`src/rtl/barrel_shift_arbiter.sv`:
```
// Two-requester round-robin arbiter feeding one shared 4-bit rotate-right unit
// and a single output register, with saturating per-requester delivery counters.
module barrel_shift_arbiter #(
  parameter int CNT_W = 8
) (
  input  logic             clk,
  input  logic             rst,
  input  logic             req0_valid,
  input  logic [3:0]       req0_data,
  input  logic [1:0]       req0_amt,
  output logic             req0_ready,
  input  logic             req1_valid,
  input  logic [3:0]       req1_data,
  input  logic [1:0]       req1_amt,
  output logic             req1_ready,
  output logic             out_valid,
  output logic [3:0]       out_data,
  output logic             out_id,
  input  logic             out_ready,
  output logic [CNT_W-1:0] cnt0,
  output logic [CNT_W-1:0] cnt1,
  output logic             rr_ptr
);

  typedef enum logic {
    EMPTY = 1'b0,
    FULL  = 1'b1
  } state_t;

  state_t     state;
  logic       out_free;
  logic       consume;
  logic       grant_valid;
  logic       grant_id;
  logic       accept;
  logic [3:0] sel_data;
  logic [1:0] sel_amt;
  logic [3:0] rot_data;

  function automatic logic [3:0] rotate_right(input logic [3:0] d, input logic [1:0] amt);
    logic [3:0] r;
    case (amt)
      2'd0:    r = d;
      2'd1:    r = {d[0],   d[3:1]};
      2'd2:    r = {d[1:0], d[3:2]};
      default: r = {d[2:0], d[3]};
    endcase
    return r;
  endfunction

  assign out_valid = (state == FULL);
  assign consume   = out_valid & out_ready;
  assign out_free  = ~out_valid | out_ready;

  // Grant looks only at who is asking; rr_ptr breaks ties.
  // NOTE: every always_comb output gets a default first so no path can infer a latch.
  always_comb begin
    grant_valid = req0_valid | req1_valid;
    grant_id    = 1'b0;
    if (req0_valid && req1_valid) begin
      grant_id = rr_ptr;
    end else if (req1_valid) begin
      grant_id = 1'b1;
    end
  end

  // Ready is gated by rst so both readies read low for the whole reset window.
  assign req0_ready = ~rst & out_free & grant_valid & ~grant_id;
  assign req1_ready = ~rst & out_free & grant_valid &  grant_id;
  assign accept     = ~rst & out_free & grant_valid;

  assign sel_data = grant_id ? req1_data : req0_data;
  assign sel_amt  = grant_id ? req1_amt  : req0_amt;
  assign rot_data = rotate_right(sel_data, sel_amt);

  // NOTE: sequential state uses non-blocking assignments so every flop samples pre-edge values.
  always_ff @(posedge clk or posedge rst) begin
    if (rst) begin
      state    <= EMPTY;
      out_data <= 4'd0;
      out_id   <= 1'b0;
      rr_ptr   <= 1'b0;
      cnt0     <= '0;
      cnt1     <= '0;
    end else begin
      case (state)
        EMPTY: begin
          if (accept) state <= FULL;
        end
        FULL: begin
          if (consume && !accept) state <= EMPTY;
        end
        default: state <= EMPTY;
      endcase

      if (accept) begin
        out_data <= rot_data;
        out_id   <= grant_id;
        rr_ptr   <= ~grant_id;
      end

      if (consume && !out_id && cnt0 != '1) cnt0 <= cnt0 + CNT_W'(1);
      if (consume &&  out_id && cnt1 != '1) cnt1 <= cnt1 + CNT_W'(1);
    end
  end

endmodule

```
`config.mk`:
```
export PLATFORM = sky130hd
export DESIGN_NAME = barrel_shift_arbiter
export DESIGN_NICKNAME = d
export VERILOG_FILES = /design/src/rtl/barrel_shift_arbiter.sv
export SDC_FILE = /design/constraint.sdc
export NUM_CORES = 1
export LEC_CHECK = 0
export BUFFER_PORTS_ARGS = -buffer_cell sky130_fd_sc_hd__buf_2
export CAP_MARGIN = 10
export CORE_MARGIN = 4
export CORE_UTILIZATION = 43
export CTS_BUF_LIST = sky130_fd_sc_hd__clkbuf_2
export DETAILED_ROUTE_END_ITERATION = 10
export PLACE_DENSITY = 0.69
export SLEW_MARGIN = 20
export SYNTH_ARGS = -nofsm -noshare
export SYNTH_HDL_FRONTEND = slang
export SYNTH_SLANG_ARGS = --single-unit
```
`constraint.sdc`:
```
create_clock -name clk -period 2 [get_ports clk]
set_input_delay 0.1 -clock clk [delete_from_list [all_inputs] [get_ports clk]]
set_output_delay 0.1 -clock clk [all_outputs]
set_load 0.01 [all_outputs]
```
==> results by stage <==
Worst setup path:
- Among all stages on the critical path, the largest delay is contributed by dlygate4sd3_1.
- The critical path depth in cells is 6.
- The critical path required time is about 1.9 ns.
- The most critical setup path has its startpoint at rst.
- STA classifies the critical path startpoint as an input port.
- The largest single stage delay on the critical path is approximately 0.53 ns.
- The last element of the critical path is req1_ready.
- The setup check on the worst reg-to-reg path leaves a slack of about 0.34 ns.
- Walking the worst path, the cells encountered are dlygate4sd3_1 > buf_2 > o21bai_1 > nand2b_1 > nor2_1 > buf_2.
- In this run the critical register-to-register path is captured at cnt0[1].
- The cell type group with the largest total delay on the critical path is buffers and inverters.
- In this run the worst path has a maximum fanout of 12.
- The critical path contains buffers and inverters numbering 3 combined.
- The number of cells on the worst reg-to-reg path is 4.
- The critical setup path kind is input port to output pin.
- STA classifies the critical path endpoint as an output pin.
- The data arrival time of the critical path is roughly 1.7 ns.
- The cell repeated most along the worst path is buf_2.
- The origin of the critical flop-to-flop path is cnt0[0].

Clock tree:
- The number of buffers created by CTS is 3.
- Post-CTS repair changed the size of 0 cells.
- The insertion delay to the later sink of the worst-skew pair is between 0.3 and 0.4 ns.
- The maximum level of the CTS H-tree is 1.
- The clock transition at the register clock pins on the worst setup and hold paths after CTS is 0.19 ns.
- The deepest clock path buffer count is 2.
- The root buffer cell is clkbuf_2.
- TritonCTS built the clock tree.
- The number of sinks on the clock net is 23.

Power and ir drop:
- The completed layout was analyzed and its total power is roughly 1.4 mW.
- The power per cell area is between 800 and 900 nW/µm².
- For this design the static power due to leakage is ~0.81 nW.
- IR analysis of the VDD net gives a maximum drop of between 0.0004 and 0.0005 V.

Place:
- Port buffering added a little over 40 buffers.
- Once detailed placement completed, the half-perimeter wirelength came to about 2000 µm.
- Routability-driven placement finished with a final weighted congestion of between 0.8 and 0.9.

STA:
- The maximum frequency from static timing analysis is approximately 0.54 GHz.
- The aggregate negative setup slack is 0 ns.
- The tightest slew margin relative to the limit is 44.8%.
- The post-route fraction of the period consumed by the critical path is between 90% and 100%.
- The worst path needs 1.84 ns of the cycle, external delays included.
- Setup repair after global routing left no endpoint under its margin.
- The clock arrives with 0.0250 ns of skew.
- The number of pins with negative max-slew slack in the final report is 0.
- The final hold violation count is 0.
- The transition time at the pin with the least slew margin is 0.827 ns.
- Setup violations remaining at the end of the flow were counted as 0.
- The tightest hold path in the finished design has a slack of 0.0272 ns.

Die:
- The full die area is roughly 4000 µm².
- The placeable core region is between 2000 and 3000 µm².
- Once the floorplan was initialized, standard cells occupied a little under half of the core.
- The floorplan row count is 19.
- During I/O placement, the number of pins put on the boundary was 42.
- The floorplan step set the die width to roughly 63 µm.
- Measured along the y axis, the die boundary spans roughly 63 µm.

Yosys:
- The sequential fraction of the synthesis area is between 40 and 50%.
- The netlist uses 37 different library cells.
- The top flip-flop cell by instance count after synthesis is dfrtp_1.
- Synthesis produced a netlist with a net count of between 100 and 150.
- In the post-synthesis netlist, the biggest area contributors are dfrtp_1 (44%), mux2_4 (5.8%), xor2_1 (5.4%).
- The cell area that synthesis handed to floorplanning was between 1000 and 1500 µm².
- dfrtp_1 takes more of the synthesized area than any other cell.
- The warning count from the yosys run is 0.
- Synthesis inferred 23 register bits.
- The number of cells produced by synthesis is 120.
- The number of synthesized flops with an enable pin is 0.
- The average instance in the mapped netlist occupies roughly 11 µm².
- The synthesized design devotes to its leading area cell type 44.1% of total area.
- Of all flip-flops after synthesis, the portion carrying an async set or reset was 100%.

Final layout:
- The end-of-flow core utilization is roughly 55%.
- The number of fillers in the final layout is approximately 270.
- From synthesis to final layout, the design area changed by 18.9%.
- The fraction of layout instances using a drive strength above 1 is between 30% and 40%.
- The net count of the finished layout is 183.
- The number of diodes is 0.

GRT:
- The pin count of the biggest net entering global routing is 24.
- The total congestion overflow is 0.
- Global routing used between 10% and 20% of the available tracks.
- The number of antenna violations at the first check in global routing is 0.
- The wire length of the first global-routing pass is around 4600 µm.
- The via count of the first global-routing pass came to between 1000 and 1500.

Route:
- The first-pass detailed-route iteration total is 4.
- Detailed routing inserted a total of about 1000 vias.
- Once detail routing completed, the nets flagged for antenna violations numbered 0.
- After detailed routing, the number of remaining DRC violations is 0.
- After detailed routing, the average wire length per cell comes to between 10 and 15 µm.
- The overall routed net length is 2610 µm.
- The initial DRC count is 57.
- The number of vias per cell after detailed routing is 5.35.

Worst hold path:
- The worst min-delay path category is input port to flip-flop.

Outcome:
- The flow ran to the end, and the final reports show no timing, DRC or antenna violations.

Job:
- The max capacitance violation total is 0.
per-stage QoR:
step | cells | instance area (µm²) | setup WS (ns)
global route | 194 | 1550 | 0.0274
floorplan | 120 | 1310 | 0.437
CTS | 194 | 1550 | 0.164
finish | 194 | 1550 | 0.164
global placement | 189 | 1520 | 0.442
detailed placement | 189 | 1520 | 0.382
per-layer routing:
layer	global-route usage, %	share of wire, %
met3	3.91	5.6
met4	4.96	1.7
met2	22.5	45
met1	18.3	48
met5	0	0
Yosys cell counts (2+ instances only):
master	count
dfrtp_1	23
nand2_1	11
xor2_1	8
nand3_1	7
nor2_1	6
xnor2_1	6
inv_1	5
mux2_4	5
nor3_1	5
mux2i_1	4
o22ai_1	4
a221o_1	2
and3_1	2
buf_6	2
ha_1	2
mux2_2	2
nand2b_1	2
nand4_1	2
nor3b_1	2
o21ai_1	2
o41ai_2	2
cells in the final DEF (no fill, tap or decap), types with 3 or more instances in the layout:
cell type / instances
buf_2: 41
dfrtp_1: 23
nand2_1: 11
xor2_1: 8
nand3_1: 7
nor2_1: 6
xnor2_1: 6
inv_1: 5
nor3_1: 5
mux2_4: 5
o22ai_1: 4
mux2i_1: 4
clkbuf_2: 3
sequential cells by signal, indices dropped and copies added (netlist names):
name	flops
cnt0	8
rr_ptr	1
cnt1	8
out_id	1
out_valid	1
out_data	4
how the worst min path moves through the flow:
stage / from / endpoint / slack, ns / depth (start not counted)
after CTS: req0_valid / out_valid / 0.02 / 3
after detailed placement: rst / rr_ptr / 0.33 / 2
after floorplan: rst / cnt0[0] / 0.10 / 1
after global routing: req0_valid / out_valid / 0.02 / 3
final: req0_valid / out_valid / 0.03 / 3
after global placement: rst / rr_ptr / 0.31 / 2
cell families (layout without fill, tap and decap cells):
family | Yosys count | count (layout) | synth area share (%)
and+or+nand+nor | 42 | 42 | 16.5
DFF | 23 | 23 | 44.1
AOI/OAI and AO/OA | 19 | 19 | 13.1
xor gates and xnor gates | 14 | 14 | 9.40
muxes | 12 | 12 | 11.4
buffers and inverters | 8 | 51 | 3.55
adders and majority gates | 2 | 2 | 1.92
power breakdown:
group / internal, mW / leakage [nW] / total [mW] / switching [mW]
combinational: 0.230 / 0.496 / 0.469 / 0.239
sequential: 0.578 / 0.292 / 0.707 / 0.130
clock: 0.0453 / 0.0164 / 0.183 / 0.138
total: 0.853 / 0.805 / 1.36 / 0.507
tightest hold or removal path, cell delays in order:
cell      delay, ns
buf_2          0.09
o21bai_1       0.07
nand2_1        0.06
area by class of cell:
type / count / area, µm² / share of cell area, %
tap: 31 / 38.8 / 2.50
inverter: 5 / 18.8 / 1.21
timing repair buffer: 42 / 215 / 13.9
clock inverter: 1 / 5.00 / 0.323
multi-input combinational: 89 / 683 / 44.0
clock buffer: 3 / 15.0 / 0.968
sequential: 23 / 576 / 37.1
repair_timing:
| item | CTS | global route |
|---|---|---|
| hold buffers | 1 | 0 |
| setup buffers | 0 | 0 |
| endpoints found under the hold margin | 23 | 0 |
Note: power is estimated with default switching activity, not from simulation.
